<file path="src/rtl/adder_serial_if.sv">
// adder_serial_if: operand/result handshake bundle for the digit-serial adder
interface adder_serial_if #(parameter int WIDTH = 16);
    logic             in_valid;
    logic             in_ready;
    logic [WIDTH-1:0] a;
    logic [WIDTH-1:0] b;
    logic             cin;
    logic             sub;
    logic             out_valid;
    logic             out_ready;
    logic [WIDTH-1:0] sum;
    logic             cout;
    logic             ovf;
    modport master (
        output in_valid, a, b, cin, sub, out_ready,
        input  in_ready, out_valid, sum, cout, ovf
    );
    modport slave (
        input  in_valid, a, b, cin, sub, out_ready,
        output in_ready, out_valid, sum, cout, ovf
    );
endinterface

</file>
<file path="src/rtl/adder_serial.sv">
// adder_serial: digit-serial adder/subtractor resolving DIGIT bits per clock, LSB first
module adder_serial #(
    parameter int WIDTH = 16,
    parameter int DIGIT = 4
) (
    input logic          clk,
    input logic          rst,
    adder_serial_if.slave bus
);
    localparam int N  = WIDTH / DIGIT;
    localparam int CW = N > 1 ? $clog2(N) : 1;
    typedef enum logic [1:0] {IDLE, BUSY, DONE} state_t;
    state_t           state;
    logic [CW-1:0]    cnt;
    logic [WIDTH-1:0] a_r;
    logic [WIDTH-1:0] b_r;
    logic [WIDTH-1:0] sum_r;
    logic             carry;
    logic             cout_r;
    logic             ovf_r;
    logic             out_valid_r;
    logic [DIGIT:0]   dsum;
    logic             last;
    assign dsum = {1'b0, a_r[cnt*DIGIT +: DIGIT]} + {1'b0, b_r[cnt*DIGIT +: DIGIT]} + {{DIGIT{1'b0}}, carry};
    assign last = cnt == CW'(N - 1);
    assign bus.in_ready  = state == IDLE;
    assign bus.out_valid = out_valid_r;
    assign bus.sum       = sum_r;
    assign bus.cout      = cout_r;
    assign bus.ovf       = ovf_r;
    // accept operands, ripple one digit per cycle, then hold the result until consumed
    always_ff @(posedge clk) begin
        if (rst) begin
            state       <= IDLE;
            cnt         <= '0;
            carry       <= 1'b0;
            a_r         <= '0;
            b_r         <= '0;
            sum_r       <= '0;
            cout_r      <= 1'b0;
            ovf_r       <= 1'b0;
            out_valid_r <= 1'b0;
        end else begin
            case (state)
                IDLE: if (bus.in_valid) begin
                    a_r   <= bus.a;
                    b_r   <= bus.sub ? ~bus.b : bus.b;
                    carry <= bus.cin ^ bus.sub;
                    cnt   <= '0;
                    state <= BUSY;
                end
                BUSY: begin
                    sum_r[cnt*DIGIT +: DIGIT] <= dsum[DIGIT-1:0];
                    carry <= dsum[DIGIT];
                    cnt   <= last ? '0 : cnt + 1'b1;
                    if (last) begin
                        state       <= DONE;
                        cout_r      <= dsum[DIGIT];
                        ovf_r       <= (a_r[WIDTH-1] == b_r[WIDTH-1]) && (dsum[DIGIT-1] != a_r[WIDTH-1]);
                        out_valid_r <= 1'b1;
                    end
                end
                DONE: if (bus.out_ready) begin
                    out_valid_r <= 1'b0;
                    state       <= IDLE;
                end
                default: state <= IDLE;
            endcase
        end
    end
endmodule

</file>
<file path="src/flat_wrapper.sv">
// flat-port wrapper written by rule: the top's interface ports become plain ports
module adder_serial_flat 
#(
    parameter int WIDTH = 16,
    parameter int DIGIT = 4
)
  (clk, rst, bus_in_valid, bus_a, bus_b, bus_cin, bus_sub, bus_out_ready, bus_in_ready, bus_out_valid, bus_sum, bus_cout, bus_ovf);
  adder_serial_if #(.WIDTH(WIDTH)) bus_i ();
  input logic clk;
  input logic rst;
  input wire logic [$bits(bus_i.in_valid)-1:0] bus_in_valid;
  input wire logic [$bits(bus_i.a)-1:0] bus_a;
  input wire logic [$bits(bus_i.b)-1:0] bus_b;
  input wire logic [$bits(bus_i.cin)-1:0] bus_cin;
  input wire logic [$bits(bus_i.sub)-1:0] bus_sub;
  input wire logic [$bits(bus_i.out_ready)-1:0] bus_out_ready;
  output wire logic [$bits(bus_i.in_ready)-1:0] bus_in_ready;
  output wire logic [$bits(bus_i.out_valid)-1:0] bus_out_valid;
  output wire logic [$bits(bus_i.sum)-1:0] bus_sum;
  output wire logic [$bits(bus_i.cout)-1:0] bus_cout;
  output wire logic [$bits(bus_i.ovf)-1:0] bus_ovf;
  assign bus_i.in_valid = bus_in_valid;
  assign bus_i.a = bus_a;
  assign bus_i.b = bus_b;
  assign bus_i.cin = bus_cin;
  assign bus_i.sub = bus_sub;
  assign bus_i.out_ready = bus_out_ready;
  assign bus_in_ready = bus_i.in_ready;
  assign bus_out_valid = bus_i.out_valid;
  assign bus_sum = bus_i.sum;
  assign bus_cout = bus_i.cout;
  assign bus_ovf = bus_i.ovf;
  adder_serial #(.WIDTH(WIDTH), .DIGIT(DIGIT)) u_core (.clk(clk), .rst(rst), .bus(bus_i));
endmodule
</file>
<file path="config.mk">
export PLATFORM = sky130hd
export DESIGN_NAME = adder_serial_flat
export DESIGN_NICKNAME = d
export VERILOG_FILES = /design/src/rtl/adder_serial_if.sv /design/src/rtl/adder_serial.sv /design/src/flat_wrapper.sv
export SDC_FILE = /design/constraint.sdc
export NUM_CORES = 1
export LEC_CHECK = 0
export BUFFER_PORTS_ARGS = -buffer_cell sky130_fd_sc_hd__buf_2
export CORE_MARGIN = 10
export CORE_UTILIZATION = 54
export DETAILED_ROUTE_END_ITERATION = 10
export PLACE_DENSITY = 0.9
export SETUP_SLACK_MARGIN = 0.05
export SLEW_MARGIN = 20
export SYNTH_ARGS = -nofsm -noshare
export SYNTH_HDL_FRONTEND = slang
export SYNTH_SLANG_ARGS = --single-unit
</file>
<file path="constraint.sdc">
create_clock -name clk -period 3.1 [get_ports clk]
set_input_delay 0.155 -clock clk [delete_from_list [all_inputs] [get_ports clk]]
set_output_delay 0.155 -clock clk [all_outputs]
set_load 0.01 [all_outputs]
</file>
==> results.sh <==
export IMPL_cts_setup_buffers=0
export IMPL_holdBufCountCts=0
export IMPL_ys_ff_latch=56
export IMPL_critical_path_max_stage_delay_ps=560
export IMPL_power_share_combinational_pct=15.7
export IMPL_netlist_area_um2=2620
export IMPL_critical_path_cell_chain="buf_4 > mux4_2 > ha_1 > a21oi_1 > a21boi_1 > or4_1 > a311oi_1"
export IMPL_gr_usage_all_layers_pct=15.8
export IMPL_power_share_switching_pct=25.2
export IMPL_dp_final_hpwl_um=4450
export IMPL_n_fill_cell=399
export IMPL_cts_num_sinks=56
export IMPL_worstSetupEndpointType="flop"
export IMPL_share_clk_of_total_power_pct=30.8
export IMPL_grt_first_pass_wirelength_um=10100
export IMPL_timing_final_crit_period_ps=2820
export IMPL_power_share_sequential_pct=53.5
export IMPL_synth_warnings=0
export IMPL_worst_endpoint_arrival_ps=3030
export IMPL_period_share_pct=91.0
export IMPL_hold_path_class="in -> reg"
export IMPL_layout_area_seq_um2=1120
export IMPL_run_status="completed"
export IMPL_timing_worst_slew_pin_value_ps=975
export IMPL_hold_violations=0
export IMPL_r2r_end="u_core.bus.ovf"
export IMPL_mappedNetlistNets=329
export IMPL_overflow=0
export IMPL_route_vias_total=2166
export IMPL_worst_clock_skew_ps=9.26
export IMPL_sequential_cell_area_fraction_in_the_yosys_report_pct=42.8
export IMPL_layout_cells_most_common="buf_2"
export IMPL_power_per_cell_area_nw_per_um2=483
export IMPL_start_util_pct=55.4
export IMPL_number_of_levels_in_the_clock_h_tree=2
export IMPL_die_extent_in_y_um=89.6
export IMPL_worstSetupEndpoint="u_core.bus.ovf"
export IMPL_power_ir_vdd_worst_uv=341
export IMPL_final_cell_mix="57 x buf_2, 56 x dfxtp_1, 44 x nand2_1"
export IMPL_synth_cell_type_count=38
export IMPL_place_port_buffers=57
export IMPL_r2r_setup_slack_ps=280
export IMPL_maxSlewHeadroom_pct=35.0
export IMPL_path_max_fanout=10
export IMPL_cts_root_buffer_cell="clkbuf_8"
export IMPL_grt_start_max_net_pins=57
export IMPL_detail_route_wirelength_um=5970
export IMPL_clk_latency_ps=310
export IMPL_drt_iter0_markers=188
export IMPL_setup_violations_final=0
export IMPL_critical_path_slowest_cell="mux4_2"
export IMPL_power_leakage_nw=1.23
export IMPL_p_switching_w=0.000368
export IMPL_post_route_cells_drive_above_1_share_pct=23.5
export IMPL_final_critical_path_setup_slack_ps=278
export IMPL_syn_avg_cell_area_um2=9.35
export IMPL_netlist_instances=280
export IMPL_worst_setup_hold_path_clk_slew_ps=90
export IMPL_design_portCount=58
export IMPL_grt_setup_unrepaired="no"
export IMPL_crit_path_start="u_core.cnt[0]"
export IMPL_rr_worst_depth=7
export IMPL_drv_slew=0
export IMPL_first_global_vias=2245
export IMPL_multi_input_comb_area_um2=1400
export IMPL_worstSetupStartpointType="flop"
export IMPL_preCtsSetupSlack_ps=295
export IMPL_dieArea_um2=8030
export IMPL_n_antenna_cell=0
export IMPL_placementRows=25
export IMPL_number_of_antenna_violations_at_the_first_check_in_global_routing=0
export IMPL_fin_nets=378
export IMPL_power_internal_w=0.00109
export IMPL_avgViaCountPerCell=5.48
export IMPL_required_worst_endpoint_ps=3310
export IMPL_fin_setup_tns_ps=0
export IMPL_timing_worst_setup_path_type="reg -> reg"
export IMPL_syn_to_final_growth_pct=15.3
export IMPL_cts_made_buffers=5
export IMPL_ant_nets=0
export IMPL_firstDrtPassIters=4
export IMPL_postCtsResizedCells=0
export IMPL_report_power_total_w=0.00146
export IMPL_max_cap_violations=0
export IMPL_core_area_um2=4720
export IMPL_regToRegStartpoint="u_core.cnt[0]"
export IMPL_clock_tree_from_tritoncts="built"
export IMPL_post_route_drc_count=0
export IMPL_fp_dieW_um=89.6
export IMPL_post_drt_wl_per_cell_um=15.1
export IMPL_gp_congestion=0.829
export IMPL_clk_path_buf_depth=2
export IMPL_highest_clock_rate_mhz=354
[critical path, delay by kind of cell, from the launching register on]
| family | cells | cell delay (ps) |
|---|---|---|
| buffers and inverters | 1 | 260 |
| adders and majority gates | 1 | 230 |
| AOI/OAI and AO/OA | 3 | 650 |
| DFF | 1 | 520 |
| muxes | 1 | 560 |
| and+or+nand+nor | 1 | 500 |
[area by class of cell]
cell class / instances / area share, %
Clock buffer: 5 / 2.28
Inverter: 3 / 0.373
Multi-Input combinational cell: 203 / 46.2
Timing Repair Buffer: 60 / 10.2
Sequential cell: 56 / 37.1
Clock inverter: 1 / 0.995
Tap cell: 67 / 2.78
[layer usage]
metal / vias to the layer above / GRT usage (%) / share of wire [%]
li1: 1074 / - / -
met1: 976 / 18.6 / 41
met2: 101 / 26.1 / 48
met3: 15 / 5.23 / 8.0
met4: 0 / 6.21 / 2.4
met5: - / 0 / 0
[worst min path at each step]
stage | from | slack (ps) | endpoint | cells after the start
after floorplan | bus_a[0] | 290 | u_core.a_r[0] | 2
after global placement | bus_a[5] | 400 | u_core.a_r[5] | 3
after detailed placement | bus_a[12] | 400 | u_core.a_r[12] | 3
after CTS | bus_a[12] | 70 | u_core.a_r[12] | 3
after global routing | bus_a[1] | 70 | u_core.a_r[1] | 3
final | bus_a[5] | 80 | u_core.a_r[5] | 3
[Yosys cell counts (all sizes together)]
library cell / number / area, um^2
buf: 12 / 66.3
nor3b: 2 / 15.0
and3b: 1 / 8.76
and4bb: 1 / 12.5
inv: 3 / 11.3
o21ai: 1 / 5.00
a21oi: 24 / 120
a21o: 2 / 16.3
a211oi: 16 / 120
xor2: 1 / 8.76
nand3: 1 / 5.00
mux2i: 2 / 20.0
ha: 9 / 113
o21bai: 2 / 15.0
fa: 2 / 40.0
a311oi: 1 / 8.76
nor2: 36 / 135
and4b: 1 / 10.0
nor4: 1 / 21.3
a21boi: 1 / 7.51
and2: 2 / 12.5
nor3: 2 / 10.0
and4: 1 / 8.76
mux4: 8 / 180
xnor2: 17 / 149
nand2: 44 / 165
or3b: 4 / 35.0
or4: 1 / 7.51
dfxtp: 56 / 1120
and2b: 1 / 8.76
clkbuf: 6 / 22.5
nand2b: 1 / 6.26
nor2b: 3 / 18.8
o211ai: 1 / 7.51
a22oi: 14 / 105
[state kept, by name, indices dropped and copies added, names as in the netlist]
register	flops
u_core.cnt	2
u_core.bus.cout	1
u_core.state	2
u_core.bus.sum	16
u_core.a_r	16
u_core.carry	1
u_core.b_r	16
u_core.bus.ovf	1
u_core.bus.out_valid	1
[stage by stage]
stage	util (%)	std cells	cell area [um^2]	hold slack, ps
global route	63.9	395	3020	73.2
global placement	61.8	389	2920	399
CTS	63.9	395	3020	71.7
detailed placement	61.8	389	2920	403
finish	63.9	395	3020	76.7
floorplan	-	280	2620	291
[logic make-up (layout without fill, tap and decap cells)]
family / Yosys count / in the layout / share of synthesized area, %
fa+ha+maj: 11 / 11 / 5.83
mux: 10 / 10 / 7.65
compound gates: 62 / 62 / 15.5
flops: 56 / 56 / 42.8
buf+inv: 21 / 69 / 3.82
xor+xnor: 18 / 18 / 6.02
simple gates: 102 / 102 / 18.4
[power groups by stage]
stage | logic (W) | registers, W | clock network [W]
global route | 0.000256 | 0.000786 | 0.000486
finish | 0.000229 | 0.000780 | 0.000449
CTS | 0.000228 | 0.000781 | 0.000453
global placement | 0.000216 | 0.000797 | 0
floorplan | 0.000169 | 0.000786 | 0
detailed placement | 0.000224 | 0.000797 | 0
Power figures use the tool's default switching activity.
